File: config.mk
export PLATFORM = sky130hd
export DESIGN_NAME = scratchmem_arbiter
export DESIGN_NICKNAME = d
export VERILOG_FILES = /design/src/rtl/scratchmem_arbiter.sv
export SDC_FILE = /design/constraint.sdc
export NUM_CORES = 1
export LEC_CHECK = 0
export CORE_AREA = 3 3 121 123
export CTS_CLUSTER_DIAMETER = 40
export DETAILED_ROUTE_END_ITERATION = 8
export DIE_AREA = 0 0 124 126
export PLACE_DENSITY = 0.52
export REMOVE_ABC_BUFFERS = 1
export SYNTH_ARGS = -nofsm -noshare
export SYNTH_HDL_FRONTEND = slang
export SYNTH_SLANG_ARGS = --single-unit
File: constraint.sdc
create_clock -name clk_i -period 2.1 [get_ports clk_i]
set_input_delay 0.525 -clock clk_i [delete_from_list [all_inputs] [get_ports clk_i]]
set_output_delay 0.525 -clock clk_i [all_outputs]
set_load 0.01 [all_outputs]
File: src/rtl/scratchmem_arbiter.sv
// scratchmem_arbiter: two-master Wishbone arbiter that shares the on-chip
// scratchpad between instruction fetch (m0) and data/DMA (m1).
// A master keeps the bus for as long as it holds cyc, so a burst is never
// split. Every change of owner passes through one GAP cycle with the slave
// port idle, so the scratchpad sees a fresh cs edge and reloads its address.
// Optional build macro: SCRATCHARB_TIMEOUT_EN adds m0_err_o/m1_err_o and a
// wait-state watchdog that flags an owner the slave leaves waiting for
// TMO_CYCLES strobed cycles.
module scratchmem_arbiter #(
   parameter int DBW        = 32,
   parameter int ABW        = 32,
   parameter int TMO_CYCLES = 255
) (
   input  logic             clk_i,
   input  logic             rst_i,
   // master 0: instruction fetch
   input  logic             m0_cyc_i,
   input  logic             m0_stb_i,
   input  logic             m0_we_i,
   input  logic [DBW/8-1:0] m0_sel_i,
   input  logic [ABW-1:0]   m0_adr_i,
   input  logic [DBW-1:0]   m0_dat_i,
   output logic             m0_ack_o,
   output logic [DBW-1:0]   m0_dat_o,
   // master 1: data / DMA
   input  logic             m1_cyc_i,
   input  logic             m1_stb_i,
   input  logic             m1_we_i,
   input  logic [DBW/8-1:0] m1_sel_i,
   input  logic [ABW-1:0]   m1_adr_i,
   input  logic [DBW-1:0]   m1_dat_i,
   output logic             m1_ack_o,
   output logic [DBW-1:0]   m1_dat_o,
   // scratchpad slave port
   output logic             s_cyc_o,
   output logic             s_stb_o,
   output logic             s_we_o,
   output logic [DBW/8-1:0] s_sel_o,
   output logic [ABW-1:0]   s_adr_o,
   output logic [DBW-1:0]   s_dat_o,
`ifdef SCRATCHARB_TIMEOUT_EN
   output logic             m0_err_o,
   output logic             m1_err_o,
`endif
   input  logic             s_ack_i,
   input  logic [DBW-1:0]   s_dat_i
);

   typedef enum logic [1:0] {
      IDLE = 2'd0,
      OWN0 = 2'd1,
      OWN1 = 2'd2,
      GAP  = 2'd3
   } state_t;

   state_t state_q;
   // Master that was granted most recently; the other one wins a tie.
   logic   last_grant_q;

   // Arbitration request decode. m0 wins when it is alone, or on a tie when
   // m1 was the previous owner; m1 wins otherwise whenever it requests.
   logic   pick_m0;
   logic   pick_m1;

   assign pick_m0 = m0_cyc_i & (~m1_cyc_i | last_grant_q);
   assign pick_m1 = m1_cyc_i & ~pick_m0;

   // The watchdog counter is 8 bits wide, so the limit must fit in it.
   if (TMO_CYCLES < 1 || TMO_CYCLES > 255) begin : g_bad_tmo
      $error("scratchmem_arbiter: TMO_CYCLES must be in 1..255");
   end

   // Grant FSM: IDLE and GAP both arbitrate (GAP is the forced idle cycle after
   // a release); an owner keeps the bus until it drops cyc.
   always_ff @(posedge clk_i) begin
      if (rst_i) begin
         state_q      <= IDLE;
         last_grant_q <= 1'b1;
      end else begin
         case (state_q)
            IDLE, GAP: begin
               if (pick_m0) begin
                  state_q      <= OWN0;
                  last_grant_q <= 1'b0;
               end else if (pick_m1) begin
                  state_q      <= OWN1;
                  last_grant_q <= 1'b1;
               end else begin
                  state_q <= IDLE;
               end
            end
            OWN0: begin
               if (!m0_cyc_i) begin
                  state_q <= GAP;
               end
            end
            OWN1: begin
               if (!m1_cyc_i) begin
                  state_q <= GAP;
               end
            end
            default: begin
               state_q <= IDLE;
            end
         endcase
      end
   end

   // Bus steering: only the registered owner reaches the slave, and only the
   // owner sees ack and read data; everything is quiet in IDLE and GAP.
   always_comb begin
      s_cyc_o  = 1'b0;
      s_stb_o  = 1'b0;
      s_we_o   = 1'b0;
      s_sel_o  = '0;
      s_adr_o  = '0;
      s_dat_o  = '0;
      m0_ack_o = 1'b0;
      m0_dat_o = '0;
      m1_ack_o = 1'b0;
      m1_dat_o = '0;
      case (state_q)
         OWN0: begin
            s_cyc_o  = m0_cyc_i;
            s_stb_o  = m0_stb_i;
            s_we_o   = m0_we_i;
            s_sel_o  = m0_sel_i;
            s_adr_o  = m0_adr_i;
            s_dat_o  = m0_dat_i;
            m0_ack_o = s_ack_i & m0_cyc_i & m0_stb_i;
            m0_dat_o = s_dat_i;
         end
         OWN1: begin
            s_cyc_o  = m1_cyc_i;
            s_stb_o  = m1_stb_i;
            s_we_o   = m1_we_i;
            s_sel_o  = m1_sel_i;
            s_adr_o  = m1_adr_i;
            s_dat_o  = m1_dat_i;
            m1_ack_o = s_ack_i & m1_cyc_i & m1_stb_i;
            m1_dat_o = s_dat_i;
         end
         default: begin
         end
      endcase
   end

`ifdef SCRATCHARB_TIMEOUT_EN
   logic [7:0] wait_q;
   logic       err0_q;
   logic       err1_q;
   logic       own_stay;
   logic       own_stb;
   logic       fwd_ack;

   // own_stay is true only when the FSM keeps the same owner at this edge;
   // any other edge is a state change and restarts the count.
   assign own_stay = ((state_q == OWN0) &&  m0_cyc_i) ||
                     ((state_q == OWN1) &&  m1_cyc_i);
   assign own_stb  = ((state_q == OWN0) &&  m0_stb_i) ||
                     ((state_q == OWN1) &&  m1_stb_i);
   assign fwd_ack  = m0_ack_o | m1_ack_o;

   // Wait-state watchdog: count strobed cycles without ack; on reaching the
   // limit pulse the owner's err for one cycle and restart, keeping the grant.
   always_ff @(posedge clk_i) begin
      if (rst_i) begin
         wait_q <= '0;
         err0_q <= 1'b0;
         err1_q <= 1'b0;
      end else begin
         err0_q <= 1'b0;
         err1_q <= 1'b0;
         if (!own_stay || fwd_ack) begin
            wait_q <= '0;
         end else if (own_stb && !s_ack_i) begin
            if (wait_q == 8'(TMO_CYCLES - 1)) begin
               wait_q <= '0;
               err0_q <= (state_q == OWN0);
               err1_q <= (state_q == OWN1);
            end else begin
               wait_q <= wait_q + 8'd1;
            end
         end
      end
   end

   assign m0_err_o = err0_q;
   assign m1_err_o = err1_q;
`endif

endmodule

Yosys cells after proc, flatten, opt, wreduce, memory -nomap -nowiden:

Index checks and enable logic that the tools add are counted.

* output and inout port bits: 137
* input bits: 177
* word-level logic and storage cells: 38
* register bits after elaboration: 3

* bitwise logic cells: 9
* reduce and logical (&&, ||, !) cells: 5
* equality and inequality tests: 5
* multiplexer cells: 17

Operators with widths (count)
* $pmux W32 S2: 2
* $mux W32: 2
* $mux W2: 4
* $pmux W4 S2: 1
* $and A1 B1 Y1: 6
* $pmux W1 S2: 3
* $pmux W2 S3: 1
* $eq A2 B2 Y1 const B: 2
* $mux W1: 4
* $ne A2 B2 Y1 const B: 2
* $reduce_and A2 Y1: 2
* $eq A2 B1 Y1 const B: 1
* $logic_not A2 Y1: 1
* $not A1 Y1: 2
* $reduce_bool A2 Y1: 1
* $reduce_or A2 Y1: 1
* $or A1 B1 Y1: 1

Longest topological paths before layout:

* word-level depth: 8
* mapped depth: 7

Worst setup path before layout:

No wires, ideal clock.

* path kind: reg-to-output
* from: register state_q[0]
* to: output port s_adr_o[10]
* required time: 1.575 ns
* arrival time: 1.248 ns
* setup slack: 0.327 ns
* buffers on the path: 2
* stages on the path, launching flop included: 6
* cells stage by stage: dfxtp_1 inv_1 ha_1 buf_2 buf_1 nor2_1

* word-level cells in the longest chain between the ends: 2
* elaborated cells on any way between the ends: 3

RTL lines
* from (decl): RTL line 56 `state_t state_q;`
* from (signal assigned): RTL line 77 `state_q <= IDLE;`
* from (signal assigned): RTL line 83 `state_q <= OWN0;`
* from (signal assigned): RTL line 86 `state_q <= OWN1;`
* $eq A2 B2 Y1 / $eq A2 B1 Y1 (equally long branches): RTL line 122 `case (state_q)`
* $pmux W32 S2 (*): RTL line 122
* to (decl): RTL line 39 `output logic [ABW-1:0] s_adr_o,`

Mark *: on every way between the ends. The rest lies on a longest branch, timed or not.

Worst setup path after layout:

* from: register state_q[0]
* to: output port s_dat_o[5]

* word-level cells in the longest chain between the ends: 2
* elaborated cells on any way between the ends: 3

RTL lines
* $eq A2 B2 Y1 / $eq A2 B1 Y1 (equally long branches): RTL line 122
* $pmux W32 S2 (*): RTL line 122
* to (decl): RTL line 40 `output logic [DBW-1:0] s_dat_o,`

Marks and branches as above.

==> results_dict.tcl <==
set metrics [dict create \
    status "complete, no violations" \
    finalPower_uw 5964 \
    synth-edff-count 0 \
    vias 3172 \
    yosys-top-cells-count "nor2_1, a22oi_1, and2_1, buf_6, buf_2" \
    place_hpwl_mm 9.273 \
    final_layout_size_suffix_gt1_share_pct 29.07 \
    final_net_count 759 \
    clkSlewWorstSetupHoldPaths_ns 0.03 \
    antenna_found_initial 0 \
    finalHoldViolCount 0 \
    p_sw_share_pct 46.76 \
    rsz0062_at_grt "yes" \
    syn_inst 257 \
    yosysTopAreaCellShare_pct 32.84 \
    worstPathArrival_ns 1.55 \
    wl_per_cell_um 17.30 \
    cts_hold_buffers 0 \
    cap_violations 0 \
    ir_drop_uv 532.2 \
    synth_area_sq_mm 0.001600 \
    cp-start-kind "register" \
    p_leak_uw 0.002348 \
    finish.utilization_pct 38.25 \
    met1_length_mm 5.110 \
    coreArea_sq_mm 0.01377 \
    min_period_ns 2.075 \
    grt-ovfl-total 0 \
    cts_made_buffers 3 \
    synthTopCellsByArea "a22oi_1, and2_1, nor2_1, buf_6, dfxtp_1" \
    clockRootBuffer "clkbuf_16" \
    clock_path_buffers 2 \
    cellPowerDensity_mw_per_mm2 1132 \
    cp.required_ns 1.57 \
    switching_power_uw 2789 \
    fp-row-count 43 \
    die_y_um 126 \
    diodes 0 \
    critPathKind "register to primary output" \
    synth_sequential_area_ratio_pct 3.753 \
    hp-class "register to register" \
    dr_wl_met3_mm 1.086 \
    p_seq_share_pct 2.0 \
    ys_warn_count 0 \
    pwr-share-comb_pct 93.0 \
    gp_congestion 0.8456 \
    drt_iter0_drc 91 \
    fin_crit_sh_pct 98.83 \
    worst_slew_pin_slew_ns 0.2327 \
    syn2layout_area_growth_pct 229.2 \
    clock_sinks 3 \
    ios 314 \
    top_layer "met4" \
    cts_tree "yes" \
    synth_seq_cells 3 \
    maxSlewViolCount 0 \
    fillers 1462 \
    synth_flop_cell "dfxtp_1" \
    end_kind "primary output" \
    place.port_buffers 313 \
    fmax_mhz 481.8 \
    drc 0 \
    p_int_uw 3175 \
    slew_headroom_pct 84.38 \
    grt_pass1_wl_mm 17.17 \
    clkPwrFrac_pct 5.1 \
    cts.htree.levels 1 \
    critPathMaxFanout 22 \
    yosys.area.top_type "a22oi_1" \
    synth_cell_types 19 \
    vias_per_cell 4.185 \
    async_reset_ff_share_pct 0 \
    postSynthAreaPerCell_sq_um 6.227 \
    setup-violations-final 0 \
    drt-total-wl_mm 13.12 \
    dr_wl_met2_mm 6.796 \
    dp.cells 737 \
    die-area_sq_mm 0.01562 \
    drt.antenna.violating_nets 0 \
    grt_pass1_vias 3037 \
    grt_max_degree 45 \
    die_w_um 124 \
    fin_skew_ns 0.00005188 \
    yosysMostFrequentCell "nor2_1" \
    start_util_pct 11.62 \
    clkLatencyLatePin_ns 0.22 \
    layout.cells.non_filler 758 \
    grt_use_total_pct 13.92 \
    first_pass_iters 4 \
]
## registers in the layout, summed over array words and instances (netlist names)
register,count
last_grant_q,1
state_q,2
## through the flow
step | hold WS, ns | setup slack (ns) | setup TNS (ns) | cell area [sq um]
global route | 0.5763 | -0.02315 | -0.07912 | 5269
finish | 0.5441 | 0.02461 | 0 | 5269
floorplan | 0.4878 | -0.9624 | -89.83 | 1395
CTS | 0.5461 | -0.1292 | -4.014 | 5187
global placement | 0.5332 | -0.2430 | -14.85 | 4986
detailed placement | 0.5354 | -0.2747 | -15.74 | 4986
## layout by cell type (no fill, tap or decap)
cell / n
o21ai_0: 1
a22oi_4: 1
ha_4: 3
buf_16: 4
and4_1: 2
clkdlybuf4s15_1: 24
buf_2: 47
dlygate4sd2_1: 41
nor2_2: 5
buf_4: 11
dfxtp_4: 1
nor2_1: 68
a21oi_1: 1
a22oi_1: 26
inv_2: 1
a311oi_1: 2
clkbuf_16: 7
inv_1: 2
dfxtp_1: 1
and2_1: 64
buf_6: 4
clkbuf_2: 27
clkbuf_1: 1
a22oi_2: 44
buf_12: 9
bufbuf_16: 2
nand2_1: 2
a31oi_1: 1
or2_2: 1
clkdlybuf4s50_1: 174
dfxtp_2: 1
## power groups by stage
stage	clock network, uW	logic (uW)	registers, uW
CTS	306	5090	117
global route	318	5920	120
floorplan	0	1910	101
global placement	0	4730	103
detailed placement	0	4750	103
finish	302	5540	118
## kinds of logic (layout without fill, tap and decap cells)
group,Yosys count,count (layout),share of synthesized area (%)
AO/OA/AOI/OAI,76,76,36.28
adder cells (fa/ha/maj),3,3,2.346
buffers and inverters,33,354,13.53
flip-flops,3,3,3.753
AND/OR/NAND/NOR,142,142,44.10
## metal layers
| metal | vias up | global-route usage (%) |
|---|---|---|
| met1 | 1451 | 16.15 |
| met4 | 0 | 1.869 |
| met5 | - | 0 |
| li1 | 1554 | - |
| met3 | 12 | 3.233 |
| met2 | 155 | 26.19 |
## path summary, 6_finish.rpt
check / startpoint / end / slack, ns / cells after the start
worst min register to register: state_q[1] / state_q[1] / 0.54 / 2
worst min-delay path: state_q[1] / state_q[1] / 0.54 / 2
worst max-delay path: state_q[0] / s_dat_o[5] / 0.02 / 7
worst max register to register: state_q[1] / last_grant_q / 0.48 / 7
## what timing repair did
item	CTS	global route
gates cloned	5	5
endpoints found under the setup margin	137	78
setup buffers	7	0
gates resized for setup	280	143
pin swaps	3	4
## area by class of cell
class                           instances  area [sq um]  area share [%]
Timing Repair Buffer                  347          3294           62.53
Sequential cell                         3         65.06           1.235
Inverter                                3         11.26          0.2137
Multi-Input combinational cell        221          1594           30.25
Clock buffer                            4         78.83           1.496
Tap cell                              180         225.2           4.275
## critical path, stage by stage, from the launching register on
cell     delay, ns
dfxtp_2       0.31
buf_4         0.14
ha_4          0.18
buf_12        0.14
buf_16        0.16
a22oi_1       0.20
nor2_2        0.05
buf_2         0.14
Note: power is estimated with default switching activity, not from simulation.
==> RTL change, RTL diff (config.mk and constraints unchanged) <==
Set the parameter `DBW` to 64 (it was 32).
--- a/src/rtl/scratchmem_arbiter.sv
+++ b/src/rtl/scratchmem_arbiter.sv
@@ -9,3 +9,3 @@
 module scratchmem_arbiter #(
-   parameter int DBW        = 32,
+   parameter int DBW        = 64,
    parameter int ABW        = 32,
Ports: changed (9 resized); port bits go from 314 to 518. The function was not compared with the original's and may differ.
==> RTL change against the original RTL <==
The flow now stops in 3_2_place_iop. Synthesized cell count up 61%. Synthesized area up 57%.
==> RTL change: results (changes against the original RTL) <==
stage	metric	value	unit	change
yosys	yosys-top-cells-area	and2_1 (32%), a22oi_1 (32%), nor2_1 (16%), buf_6 (5.8%), clkbuf_1 (3.1%)		was a22oi_1 (33%), and2_1 (25%), nor2_1 (17%), buf_6 (6.3%), dfxtp_1 (3.8%)
yosys	synthAdderAreaFrac	1.49	%	was 2.35%
yosys	synthArstFlopShare	0	%	unchanged
die	fp.dieW	124	µm	unchanged
yosys	synthDistinctLibCells	18		was 19
yosys	synth-xor-area-share	0	%	unchanged
yosys	ys_warn_count	0		unchanged
yosys	ys_ff_latch	3		unchanged
yosys	muxShareOfSynthArea	0	%	unchanged
yosys	yosysSeqAreaShare	2.38	%	was 3.75%
status	failed_stage	3_2_place_iop		
yosys	synth_cells	413		was 257
yosys	synth-compound-area-share	33.8	%	was 36.3%
status	outcome	aborted with a tool error		was finished, final reports clean
status	tool.error	[ERROR PPL-0024] Number of IO pins (518) exceeds maximum number of available positions (444). Increase the die perimeter from 500.00um to 704.48um.		
yosys	synth_common_cells	and2_1 (128), nor2_1 (109), a22oi_1 (106)		was nor2_1 (73), a22oi_1 (70), and2_1 (64)
yosys	ys.flop_type	dfxtp_1		unchanged
==> RTL change: cell types whose count changed after synthesis, moves of 3 or more <==
cell | before | now
a22oi_1 | 70 | 106
and2_1 | 64 | 128
buf_1 | 4 | 0
buf_2 | 8 | 11
buf_6 | 9 | 13
clkbuf_1 | 5 | 21
nor2_1 | 73 | 109
==> RTL change: logic make-up after synthesis <==
logic type,count (synthesis)
flip-flops,3
AND/OR/NAND/NOR,242
adder cells (fa/ha/maj),3
AO/OA/AOI/OAI,112
buffers and inverters,53
